--- src/rtl/barrel_shift_arbiter.sv ---
// barrel_shift_arbiter
// Round-robin arbiter that shares one barrel shifter between NUM_REQ
// requesters and holds each result in a single-entry output slot until the
// consumer accepts it.
//
// Optional build macro: BARREL_SHIFT_ARB_ROTATE_EN
//   defined   -> datapath rotates (left: MSB wraps into LSB; right: LSB wraps into MSB)
//   undefined -> logical zero-fill shift
//
// Ports:
//   clk        in   clock, rising edge
//   rst_n      in   asynchronous active-low reset
//   req_valid  in   [NUM_REQ]          per-requester request valid
//   req_ready  out  [NUM_REQ]          per-requester accept (combinational)
//   req_data   in   [NUM_REQ*DATA_W]   requester i word at [i*DATA_W +: DATA_W]
//   req_shift  in   [NUM_REQ*SHIFT_W]  requester i amount at [i*SHIFT_W +: SHIFT_W]
//   req_dire   in   [NUM_REQ]          0 = left, 1 = right
//   out_valid  out  result slot holds a result
//   out_ready  in   consumer accepts the result
//   out_data   out  [DATA_W]           shifted result
//   out_id     out  [clog2(NUM_REQ)]   requester index that produced out_data
module barrel_shift_arbiter #(
    parameter int unsigned NUM_REQ = 4,
    parameter int unsigned DATA_W  = 4,
    parameter int unsigned SHIFT_W = 2
) (
    input  logic                         clk,
    input  logic                         rst_n,
    input  logic [NUM_REQ-1:0]           req_valid,
    output logic [NUM_REQ-1:0]           req_ready,
    input  logic [NUM_REQ*DATA_W-1:0]    req_data,
    input  logic [NUM_REQ*SHIFT_W-1:0]   req_shift,
    input  logic [NUM_REQ-1:0]           req_dire,
    output logic                         out_valid,
    input  logic                         out_ready,
    output logic [DATA_W-1:0]            out_data,
    output logic [$clog2(NUM_REQ)-1:0]   out_id
);

    localparam int unsigned ID_W = $clog2(NUM_REQ);

    typedef enum logic {
        S_EMPTY = 1'b0,
        S_FULL  = 1'b1
    } state_t;

    state_t              r_state;
    state_t              w_state_nxt;
    logic [ID_W-1:0]     r_ptr;
    logic [DATA_W-1:0]   r_out_data;
    logic [ID_W-1:0]     r_out_id;

    logic                w_slot_free;
    logic                w_found;
    logic [ID_W-1:0]     w_gnt_idx;
    logic [ID_W-1:0]     w_cand;
    int unsigned         w_idx;
    logic [NUM_REQ-1:0]  w_grant;
    logic                w_xfer;
    logic [DATA_W-1:0]   w_sel_data;
    logic [SHIFT_W-1:0]  w_sel_shift;
    logic                w_sel_dire;
    logic [DATA_W-1:0]   w_left;
    logic [DATA_W-1:0]   w_right;
    logic [DATA_W-1:0]   w_shifted;

    // Slot can take a new result when empty or when it drains this cycle.
    assign w_slot_free = (r_state == S_EMPTY) | out_ready;

    // Round-robin search: first valid requester at or after r_ptr, wrapping.
    always_comb begin
        w_found   = 1'b0;
        w_gnt_idx = '0;
        w_cand    = '0;
        w_idx     = 0;
        w_grant   = '0;
        for (int unsigned k = 0; k < NUM_REQ; k++) begin
            w_idx = 32'(r_ptr) + k;
            if (w_idx >= NUM_REQ) begin
                w_idx = w_idx - NUM_REQ;
            end
            w_cand = ID_W'(w_idx);
            if (!w_found && req_valid[w_cand]) begin
                w_found   = 1'b1;
                w_gnt_idx = w_cand;
            end
        end
        w_grant[w_gnt_idx] = w_found;
    end

    // Ready is forced low while reset is asserted, not just after it.
    assign w_xfer    = w_found & w_slot_free & rst_n;
    assign req_ready = w_grant & {NUM_REQ{w_slot_free & rst_n}};

    // Mux out the granted requester's operands.
    always_comb begin
        w_sel_data  = req_data[32'(w_gnt_idx) * DATA_W +: DATA_W];
        w_sel_shift = req_shift[32'(w_gnt_idx) * SHIFT_W +: SHIFT_W];
        w_sel_dire  = req_dire[w_gnt_idx];
    end

    // Shifter; rotate build ORs in the bits that fall off the far end.
    always_comb begin
        w_left  = w_sel_data << w_sel_shift;
        w_right = w_sel_data >> w_sel_shift;
`ifdef BARREL_SHIFT_ARB_ROTATE_EN
        // A zero shift yields a full-width shift of the wrap term, i.e. zero.
        w_left  = w_left  | (w_sel_data >> (DATA_W - 32'(w_sel_shift)));
        w_right = w_right | (w_sel_data << (DATA_W - 32'(w_sel_shift)));
`endif
        w_shifted = w_sel_dire ? w_right : w_left;
    end

    // Output slot state register.
    always_ff @(posedge clk or negedge rst_n) begin
        if (!rst_n) begin
            r_state <= S_EMPTY;
        end else begin
            r_state <= w_state_nxt;
        end
    end

    // Slot next state: fill on transfer, drain on consumer accept.
    always_comb begin
        w_state_nxt = r_state;
        case (r_state)
            S_EMPTY: begin
                if (w_xfer) begin
                    w_state_nxt = S_FULL;
                end
            end
            S_FULL: begin
                if (w_xfer) begin
                    w_state_nxt = S_FULL;
                end else if (out_ready) begin
                    w_state_nxt = S_EMPTY;
                end
            end
            default: w_state_nxt = S_EMPTY;
        endcase
    end

    // Result payload and round-robin pointer.
    always_ff @(posedge clk or negedge rst_n) begin
        if (!rst_n) begin
            r_out_data <= '0;
            r_out_id   <= '0;
            r_ptr      <= '0;
        end else if (w_xfer) begin
            r_out_data <= w_shifted;
            r_out_id   <= w_gnt_idx;
            r_ptr      <= (w_gnt_idx == ID_W'(NUM_REQ - 1)) ? '0 : w_gnt_idx + ID_W'(1);
        end
    end

    assign out_valid = (r_state == S_FULL);
    assign out_data  = r_out_data;
    assign out_id    = r_out_id;

endmodule

--- config.mk ---
export PLATFORM = sky130hd
export DESIGN_NAME = barrel_shift_arbiter
export DESIGN_NICKNAME = d
export VERILOG_FILES = /design/src/rtl/barrel_shift_arbiter.sv
export SDC_FILE = /design/constraint.sdc
export NUM_CORES = 1
export LEC_CHECK = 0
export BUFFER_PORTS_ARGS = -buffer_cell sky130_fd_sc_hd__clkbuf_2
export CORE_MARGIN = 2
export CORE_UTILIZATION = 25
export CTS_CLUSTER_DIAMETER = 60
export CTS_CLUSTER_SIZE = 20
export DETAILED_ROUTE_END_ITERATION = 7
export GPL_TIMING_DRIVEN = 0
export PLACE_DENSITY = 0.45
export SYNTH_ARGS = -nofsm -noshare
export SYNTH_HDL_FRONTEND = slang
export SYNTH_SLANG_ARGS = --single-unit
--- constraint.sdc ---
create_clock -name clk -period 2.3 [get_ports clk]
set_clock_uncertainty 0.05 [all_clocks]
set_input_delay 0.115 -clock clk [delete_from_list [all_inputs] [get_ports clk]]
set_output_delay 0.115 -clock clk [all_outputs]
set_load 0.05 [all_outputs]
==> results of run 1 <==
==> placed cells by master, fill, tap and decap left out, drive strengths merged, types with 2 or more instances in the layout <==
cell type / count
a211oi: 14
a21o: 2
a21oi: 4
a32oi: 2
and2: 5
and3: 12
buf: 7
clkbuf: 51
dfrtp: 9
ha: 4
inv: 3
nand2: 13
nand2b: 3
nand3: 12
nor2: 6
nor2b: 2
nor4: 6
o211ai: 4
o21ai: 12
==> layout make-up <==
class,count,area (sq um),area share [%]
Buffer,9,70.1,4.69
Clock buffer,4,45.0,3.02
Inverter,3,11.3,0.754
Multi-Input combinational cell,111,843,56.4
Sequential cell,9,226,15.2
Tap cell,50,62.6,4.19
Timing Repair Buffer,46,235,15.7
==> timing repair <==
action                     in CTS  in global routing
resized for setup               1                 13
hold endpoints to repair        9                  0
pin swaps                       0                  0
hold buffers                    1                  0
setup endpoints to repair       2                  8
gates cloned                    0                  0
==> worst max-delay path, cell delays in order, from the launching register on <==
cell and delay [ns]:
dfrtp_2 0.45, and4b_4 0.22, a21oi_4 0.18, nand2_1 0.12, buf_6 0.19, a211oi_2 0.40, nor4_2 0.07, a32oi_1 0.23
o211ai_1 0.11
==> power breakdown <==
| group | total (uW) | switching, uW | internal [uW] |
|---|---|---|---|
| Sequential | 273 | 52.9 | 220 |
| Clock | 180 | 59.3 | 121 |
| Combinational | 1160 | 752 | 405 |
| Total | 1610 | 865 | 746 |
==> worst min path at each step <==
stage	slack, ns	endpoint	start	depth (start not counted)
after CTS	0.13	out_valid$_DFF_PN0_	out_ready	3
after detailed placement	-0.05	r_ptr[1]$_DFFE_PN0P_	rst_n	1
after global routing	0.15	out_valid$_DFF_PN0_	out_ready	3
after global placement	-0.06	r_ptr[1]$_DFFE_PN0P_	rst_n	1
final	0.14	out_valid$_DFF_PN0_	out_ready	3
after floorplan	-0.23	out_data[0]$_DFFE_PN0P_	rst_n	0
==> through the flow <==
step	hold WS [ns]	area [sq um]	utilization, %	total power, uW	worst slack (ns)
3_3_place_gp	-0.0554	1370	33.6	1350	0.0131
3_5_place_dp	-0.0497	1370	33.6	1360	-0.00148
4_1_cts	0.133	1430	35.0	1550	0.0134
5_1_grt	0.150	1490	36.6	1740	-0.0131
2_1_floorplan	-0.231	1080	-	1100	0.355
6_report	0.137	1490	36.6	1610	0.140
==> flip-flops by register name, indices dropped and copies added (netlist names) <==
register	cells
r_ptr	2
out_valid	1
out_data	4
out_id	2
==> kinds of logic after synthesis <==
kind of cell	count (synthesis)	synth area share, %
AND/OR/NAND/NOR	61	32.1
buffers and inverters	12	6.81
flip-flops	9	20.8
AO/OA/AOI/OAI	46	35.7
adder cells (fa/ha/maj)	4	4.62
==> layer usage <==
metal  track usage (%)  part of all wire, %
met1              17.3                   49
met5                 0                    0
met3              1.89                  3.3
met2              21.3                   47
met4              3.85                  1.2
==> impl_results.md, run 1 <==
- Area contributors post-synth: dfrtp_1 21%, a211oi_2 8.1%, and3_1 6.9%, nand3_1 5.1%, a211oi_1 4.8%
- Post-Syn Area: 0.00108 sq mm
- Dominant synthesized flop cell: dfrtp_1
- WL/cell: 14.0 um
- First DRT Iteration DRCs: 30
- Register-to-Register Path Depth: 8
- Cell count after placement: 227
- Port-buffer cells: 45
- Worst Hold Class: in2reg
- Worst VDD drop: 354 uV
- Row count: 23
- Die Y: 69.8 um
- R2R Path Start: r_ptr[1]$_DFFE_PN0P_
- Critical path required time: 2.34 ns
- Critical path fanouts, max: 11
- Post-CTS Repair Setup Buffers: 0
- Share of cells above drive strength 1: 43.4%
- Area share of the leading cell type in the synthesized netlist: 20.8%
- Status: finished clean
- Leakage power: 0.000679 uW
- Synth cell count leaders: 13 x nand2_1, 12 x and3_1, 11 x nand3_1
- Power Density: 1080 mW/mm^2
- Max cap viols: 0
- Via count: 1,185
- Rel. slew slack: 61.1%
- Critical path type: reg2reg
- DRT antenna net count: 0
- Placer Congestion: 0.874
- CP Launch Point: r_ptr[1]$_DFFE_PN0P_
- First-pass GRT wire length: 5.20 mm
- Post-synth EDFFs: 0
- Max Buffers Root-to-Sink: 2
- Die X: 69.8 um
- Initial antenna violation count: 0
- Vias per inst: 5.11
- N_diodes: 0
- Congestion Overflow GR: 0
- Tmin final: 2.16 ns
- Yosys reg bits: 9
- Fillers: 457
- Worst skew pair latency: 0.23 ns
- Worst EP arrival: 2.20 ns
- Root Buffer: clkbuf_8
- Tcrit/Tclk final: 93.9%
- # setup viols final: 0
- Reg-to-reg setup timing slack: 0.14 ns
- TritonCTS clock tree: yes
- Vias in the first global route: 1,120
- Achievable frequency: 463 MHz
- Final hold vios: 0
- Final instance count without filler cells: 232
- Total CTS buffers: 3
- Gr usage total: 12.9%
- Final slew viol count: 0
- Initial core utilization: 26.5%
- Area growth syn-to-layout: 37.9%
- Die footprint: 0.00488 sq mm
- Layout net count: 222
- Cells after synthesis: 132
- R2R Path End: out_data[0]$_DFFE_PN0P_
- H-tree levels: 1
- Mean Syn Cell Area: 8.21 sq um
- CP Capture Point: out_data[0]$_DFFE_PN0P_
- Startpoint type of the worst setup path: flip-flop
- Pre-Repair DR Iteration Count: 4
- Pin count of the biggest net entering global routing: 12
- DRC: 0
- Crit. End Element: flip-flop
- Worst slew pin tran: 0.576 ns
- Area leader, netlist: dfrtp_1
- Ports: 46
- Area of the core: 0.00409 sq mm
- Post-Syn Nets: 171
- Final HPWL DP: 2.68 mm
- TNS Setup: 0 ns
- Most common cell in the netlist: nand2_1
- Asr flop ratio synth: 100%
- Register area share after synthesis: 20.8%
- Yosys warns: 0
- Distinct cells, synth: 40
- CTS sink cnt: 9
- Clock slew at reported path FFs: 0.05 ns
- Drt total wl: 3.25 mm
(Power assumes the default switching activity.)
==> run 2: changes to the inputs <==
--- a/config.mk
+++ b/config.mk
@@ -12,7 +12,8 @@
 export CTS_CLUSTER_SIZE = 20
 export DETAILED_ROUTE_END_ITERATION = 7
 export GPL_TIMING_DRIVEN = 0
-export PLACE_DENSITY = 0.45
+export PLACE_DENSITY_LB_ADDON = 0.2
 export SYNTH_ARGS = -nofsm -noshare
 export SYNTH_HDL_FRONTEND = slang
 export SYNTH_SLANG_ARGS = --single-unit
+export TNS_END_PERCENT = 5
==> constraint.sdc (replaced) <==
create_clock -name clk -period 2.47 [get_ports clk]
set_clock_uncertainty 0.05 [all_clocks]
set_input_delay 0.1235 -clock clk [delete_from_list [all_inputs] [get_ports clk]]
set_output_delay 0.1235 -clock clk [all_outputs]
set_load 0.05 [all_outputs]
==> run 2 against run 1 <==
Worst hold slack better by 0.012 ns. Combinational power fell by 13%. Setup slack better by 0.044 ns. Register-to-register slack better by 0.12 ns. Sequential cell count unchanged. Critical endpoint is now req_ready[3]. Largest cell class unchanged.
==> impl_results.md, run 2 (same netlist as run 1, synthesis figures left out) <==
- Root Buffer: clkbuf_8
- Startpoint type of the worst setup path: flip-flop
- Max reg flops: 4 (unchanged)
- Via count: 1,235 (+4.2%)
- CTS sink cnt: 9 (unchanged)
- Port-buffer cells: 45 (unchanged)
- Clock slew at reported path FFs: 0.04 ns (about the same)
- Total CTS buffers: 3 (unchanged)
- Comb power frac: 70.6% (-1.3 points)
- Critical path fanouts, max: 11 (unchanged)
- Max cap viols: 0 (unchanged)
- H-tree levels: 1 (unchanged)
- N_diodes: 0 (unchanged)
- Power Density: 997 mW/mm^2 (-7.5%)
- Worst Hold Class: in2reg
- Vias in the first global route: 1,165 (+4.0%)
- DRT antenna net count: 0 (unchanged)
- Drt total wl: 3.21 mm (-1.2%)
- Gr usage total: 13.1% (+0.24 points)
- Final hold vios: 0 (unchanged)
- DP Area: 0.00137 sq mm (unchanged)
- Final worst slack: 0.183 ns (+0.0435 ns)
- Fillers: 451 (-1.3%)
- Hold depth: 3 (unchanged)
- Pint: 667 uW (-11%)
- Most common cell after layout, fill and taps aside: clkbuf_2
- Die footprint: 0.00488 sq mm (unchanged)
- Register-to-Register Path Depth: 8 (unchanged)
- Max Buffers Root-to-Sink: 2 (unchanged)
- Setup WS pre-CTS: 0.152 ns (+0.153 ns)
- Worst Hold Endpoint: out_valid$_DFF_PN0_
- Vias per inst: 5.32 (+4.2%)
- R2R Path Start: r_ptr[1]$_DFFE_PN0P_
- NetSw: 766 uW (-11%)
- Initial core utilization: 26.5% (unchanged)
- Register share of total power: 17.6% (+0.6 points)
- Leakage power: 0.000671 uW (-1.2%)
- Final slew viol count: 0 (unchanged)
- Sw Share: 53.4% (-0.23 points)
- Worst VDD drop: 281 uV (-21%)
- Final HPWL DP: 2.66 mm (-0.96%)
- Congestion Overflow GR: 0 (unchanged)
- Area of the core: 0.00409 sq mm (unchanged)
- Crit. End Element: output port
- Worst EP arrival: 2.11 ns (-0.09 ns)
- # setup viols final: 0 (unchanged)
- Worst skew pair latency: 0.23 ns (about the same)
- Share of cells above drive strength 1: 41.8% (-1.6 points)
- WL/cell: 13.9 um (-1.2%)
- Tcrit/Tclk final: 92.6%
- Rel. slew slack: 60.8% (-0.34 points)
- Cell area after layout: 0.00144 sq mm (-3.9%)
- Row count: 23 (unchanged)
- TNS Setup: 0 ns (unchanged)
- Critical path type: reg2out
- Unrepaired setup endpoints after global routing: false
- Reg-to-reg setup timing slack: 0.26 ns (+0.12 ns)
- First DRT Iteration DRCs: 53 (+77%)
- Hold Crit Start: out_ready
- First-pass GRT wire length: 5.31 mm (+2.1%)
- Ports: 46 (unchanged)
- Clock share of power: 11.8% (+0.6 points)
- Status: finished clean
- Most frequent cells in the layout: 45 x clkbuf_2, 13 x nand2_1, 12 x and3_1
- Pin count of the biggest net entering global routing: 12 (unchanged)
- TritonCTS clock tree: yes
- Pre-Repair DR Iteration Count: 4 (unchanged)
- Initial antenna violation count: 0 (unchanged)
- Worst slew pin tran: 0.581 ns (+0.00505 ns)
- Achievable frequency: 437 MHz
- Layout net count: 222 (unchanged)
- Tmin final: 2.29 ns
- R2R Path End: out_data[0]$_DFFE_PN0P_
- DRC: 0 (unchanged)
- Post-CTS Repair Setup Buffers: 0 (unchanged)
- Area growth syn-to-layout: 32.6%
- Die Y: 69.8 um (unchanged)
- Placer Congestion: 0.914 (+4.6%)
- Critical path required time: 2.30 ns (-0.04 ns)
- Die X: 69.8 um (unchanged)
## run 2: layout make-up
class | instances | area (sq um) | share of cell area [%]
Buffer | 9 | 62.6 | 4.36
Clock buffer | 4 | 45.0 | 3.14
Inverter | 3 | 11.3 | 0.784
Multi-Input combinational cell | 111 | 795 | 55.3
Sequential cell | 9 | 225 | 15.7
Tap cell | 50 | 62.6 | 4.36
Timing Repair Buffer | 46 | 235 | 16.4
## run 2: worst max path at each step
stage,from,end,slack [ns],depth (start not counted)
6_report,r_ptr[1]$_DFFE_PN0P_,req_ready[3],0.18,8
5_1_grt,rst_n,req_ready[3],0.005,7
4_1_cts,r_ptr[1]$_DFFE_PN0P_,out_data[0]$_DFFE_PN0P_,0.14,8
3_5_place_dp,r_ptr[1]$_DFFE_PN0P_,out_data[0]$_DFFE_PN0P_,0.15,8
3_3_place_gp,r_ptr[1]$_DFFE_PN0P_,out_data[0]$_DFFE_PN0P_,0.21,8
2_1_floorplan,r_ptr[1]$_DFFE_PN0P_,out_data[0]$_DFFE_PN0P_,0.53,8
## run 2: timing repair
action                                  CTS  global route
hold buffers                              1             0
resized for setup                         0             2
hold endpoints to repair                  9             0
endpoints found under the setup margin    0             2
## run 2: power by group through the flow
stage	Combinational (uW)	Sequential (uW)	Clock, uW
final	1010	251	169
after global routing	1110	261	181
after CTS	1010	252	175
after detailed placement	1010	254	0
after global placement	990	252	0
after floorplan	634	394	0
## run 2: routing by layer
layer	GRT usage (%)	wire length (um)	vias to the layer above
met1	16.1	1390	586
met5	0	0	-
met4	3.63	45	0
met2	22.8	1610	33
li1	-	-	612
met3	3.20	166	4
## run 2: worst max-delay path: stages, from the launching register on
cell	delay (ns)
dfrtp_1	0.47
and4b_4	0.30
a21oi_4	0.05
nand2_1	0.09
buf_2	0.31
inv_1	0.11
ha_1	0.18
and2_1	0.13
clkbuf_2	0.23
## run 2: through the flow
step / total power (uW) / hold WS, ns / util, % / std cells
2_1_floorplan: 1030 / -0.222 / - / 132
3_5_place_dp: 1260 / -0.0371 / 33.6 / 227
4_1_cts: 1440 / 0.147 / 34.9 / 232
3_3_place_gp: 1240 / -0.0463 / 33.6 / 227
5_1_grt: 1550 / 0.158 / 35.2 / 232
6_report: 1430 / 0.149 / 35.2 / 232
==> run 3: changes to the inputs <==
--- a/config.mk
+++ b/config.mk
@@ -6,9 +6,11 @@
 export NUM_CORES = 1
 export LEC_CHECK = 0
 export BUFFER_PORTS_ARGS = -buffer_cell sky130_fd_sc_hd__clkbuf_2
+export CELL_PAD_IN_SITES_DETAIL_PLACEMENT = 1
+export CELL_PAD_IN_SITES_GLOBAL_PLACEMENT = 1
 export CORE_MARGIN = 2
 export CORE_UTILIZATION = 25
-export CTS_CLUSTER_DIAMETER = 60
+export CTS_CLUSTER_DIAMETER = 200
 export CTS_CLUSTER_SIZE = 20
 export DETAILED_ROUTE_END_ITERATION = 7
 export GPL_TIMING_DRIVEN = 0
==> run 3 against run 2 <==
Critical path depth is the same. Clock-buffer cell count did not move. Worst hold slack improved by 0.015 ns. Setup slack got worse by 0.015 ns. Global-route usage increased by 2.2 points. Via count is 3.1% higher. First-iteration DRC count decreased by 26%. Fmax shrank 0.67%. Non-clock buffer count unchanged. Cell area up 0.96%. Largest power group unchanged.
==> impl_results.md, run 3 (same netlist as run 1, synthesis figures left out) <==
- Status: finished clean
- Power Density: 1030 mW/mm^2 (+2.9%)
- Root Buffer: clkbuf_8
- Pin count of the biggest net entering global routing: 12 (unchanged)
- Worst EP arrival: 2.13 ns (+0.02 ns)
- CTS sink cnt: 9 (unchanged)
- Die Y: 69.8 um (unchanged)
- R2R Path Start: r_ptr[1]$_DFFE_PN0P_
- Register-to-Register Path Depth: 9 (+1)
- Area growth syn-to-layout: 33.8%
- Hold Crit Start: out_ready
- Hold depth: 3 (unchanged)
- Crit-path slowest cell: dfrtp_1
- Rel. slew slack: 56.1% (-4.7 points)
- Layout net count: 222 (unchanged)
- Critical path fanouts, max: 11 (unchanged)
- Max incr delay on CP: 0.47 ns (about the same)
- Most frequent cells in the layout: 46 x clkbuf_2, 13 x nand2_1, 12 x and3_1
- Worst Hold Class: in2reg
- Most common cell after layout, fill and taps aside: clkbuf_2
- Leakage power: 0.000673 uW (+0.40%)
- Area of the core: 0.00409 sq mm (unchanged)
- Crit-path cells: and4b_4, a21oi_4, nand2_1, buf_2, inv_1, ha_1, and2_1, clkbuf_2
- Die footprint: 0.00488 sq mm (unchanged)
- Final slew viol count: 0 (unchanged)
- First-pass GRT wire length: 6.13 mm (+15%)
- Pre-Repair DR Iteration Count: 4 (unchanged)
- Worst VDD drop: 254 uV (-9.5%)
- Startpoint type of the worst setup path: flip-flop
- Wire length on met3: 117 um (-30%)
- Met1 WL: 1.73 mm (+24%)
- Port-buffer cells: 45 (unchanged)
- Unrepaired setup endpoints after global routing: true
- TritonCTS clock tree: yes
- Stages on worst setup path: 8 (unchanged)
- Cell area after layout: 0.00145 sq mm (+0.96%)
- Initial core utilization: 26.5% (unchanged)
- First DRT Iteration DRCs: 39 (-26%)
- Critical path required time: 2.30 ns (about the same)
- Total CTS buffers: 3 (unchanged)
- Worst Path Buf+Inv: 3 (unchanged)
- Tmin final: 2.30 ns (+0.0154 ns)
- WL/cell: 16.2 um (+17%)
- Critical path type: reg2out
- Worst slew pin tran: 0.651 ns (+0.0700 ns)
- Final hold vios: 0 (unchanged)
- Max reg flops: 4 (unchanged)
- Vias in the first global route: 1,257 (+7.9%)
- Via count: 1,273 (+3.1%)
- R2R Path End: out_data[2]$_DFFE_PN0P_
- Met2 wire length: 1.89 mm (+18%)
- Max cap viols: 0 (unchanged)
- Ports: 46 (unchanged)
- Die X: 69.8 um (unchanged)
- Share of cells above drive strength 1: 42.3% (+0.55 points)
- # setup viols final: 0 (unchanged)
- Reg-to-reg setup timing slack: 0.21 ns (-0.05 ns)
- Row count: 23 (unchanged)
- DP Area: 0.00137 sq mm (unchanged)
- Drt total wl: 3.77 mm (+17%)
- Placer Congestion: 0.866 (-5.3%)
- Final HPWL DP: 3.09 mm (+16%)
- Worst skew pair latency: 0.23 ns (about the same)
- H-tree levels: 1 (unchanged)
- Worst Hold Endpoint: out_valid$_DFF_PN0_
- Crit. End Element: output port
- Initial antenna violation count: 0 (unchanged)
- Achievable frequency: 434 MHz (-0.67%)
- N_diodes: 0 (unchanged)
- DRC: 0 (unchanged)
- Clock slew at reported path FFs: 0.05 ns (about the same)
- TNS Setup: 0 ns (unchanged)
- Max Buffers Root-to-Sink: 2 (unchanged)
- Fillers: 525 (+16%)
- Tcrit/Tclk final: 93.2% (+0.62 points)
- Vias per inst: 5.49 (+3.1%)
- Gr usage total: 15.3% (+2.2 points)
- DRT antenna net count: 0 (unchanged)
- Top sig layer: met4
- Congestion Overflow GR: 0 (unchanged)
- Critical path's top delay family: buffers and inverters
==> run 3: repair_timing <==
item,4_1_cts,5_1_grt
hold endpoints to repair,9,0
hold buffers,1,0
setup endpoints to repair,0,7
setup buffers,0,0
resized for setup,0,5
==> run 3: stage by stage <==
step	total power [uW]	setup WS, ns	hold WS, ns	std cells	util [%]
after global placement	1260	0.144	-0.0441	227	33.6
final	1490	0.168	0.164	232	35.5
after CTS	1480	0.0410	0.157	232	34.9
after detailed placement	1290	0.0620	-0.0372	227	33.6
after global routing	1610	-0.00102	0.175	232	35.5
after floorplan	1030	0.525	-0.222	132	-
==> run 3: worst max-delay path by stage <==
stage | from | to | slack, ns
2_1_floorplan | r_ptr[1]$_DFFE_PN0P_ | out_data[0]$_DFFE_PN0P_ | 0.53
3_3_place_gp | r_ptr[1]$_DFFE_PN0P_ | out_data[3]$_DFFE_PN0P_ | 0.14
3_5_place_dp | r_ptr[1]$_DFFE_PN0P_ | out_data[0]$_DFFE_PN0P_ | 0.06
4_1_cts | r_ptr[1]$_DFFE_PN0P_ | out_data[0]$_DFFE_PN0P_ | 0.04
5_1_grt | r_ptr[1]$_DFFE_PN0P_ | out_data[3]$_DFFE_PN0P_ | -0.001
6_report | r_ptr[1]$_DFFE_PN0P_ | req_ready[3] | 0.17
==> run 3: tightest hold or removal path, cell delays in order <==
cell      delay [ns]
clkbuf_2        0.07
nand2b_1        0.14
nand2_1         0.07
==> run 3: final cells by class <==
class,instances,area (sq um),share of cell area [%]
flip-flops and latches,9,225,15.5
inverters,3,11.3,0.777
multi-input cells,111,807,55.7
plain buffers,9,63.8,4.40
clock buffers,4,45.0,3.11
well taps,50,62.6,4.31
repair buffers,46,235,16.2
==> run 3: per-layer routing <==
layer	global-route usage [%]	vias up
met2	26.8	30
met5	0	-
met4	3.63	0
met3	1.89	6
met1	19.8	630
li1	-	607
==> run 3: power breakdown <==
part | switching (uW) | internal (uW) | total, uW
logic | 702 | 357 | 1060
registers | 51.4 | 203 | 255
clock network | 61.6 | 113 | 174
total | 815 | 673 | 1490
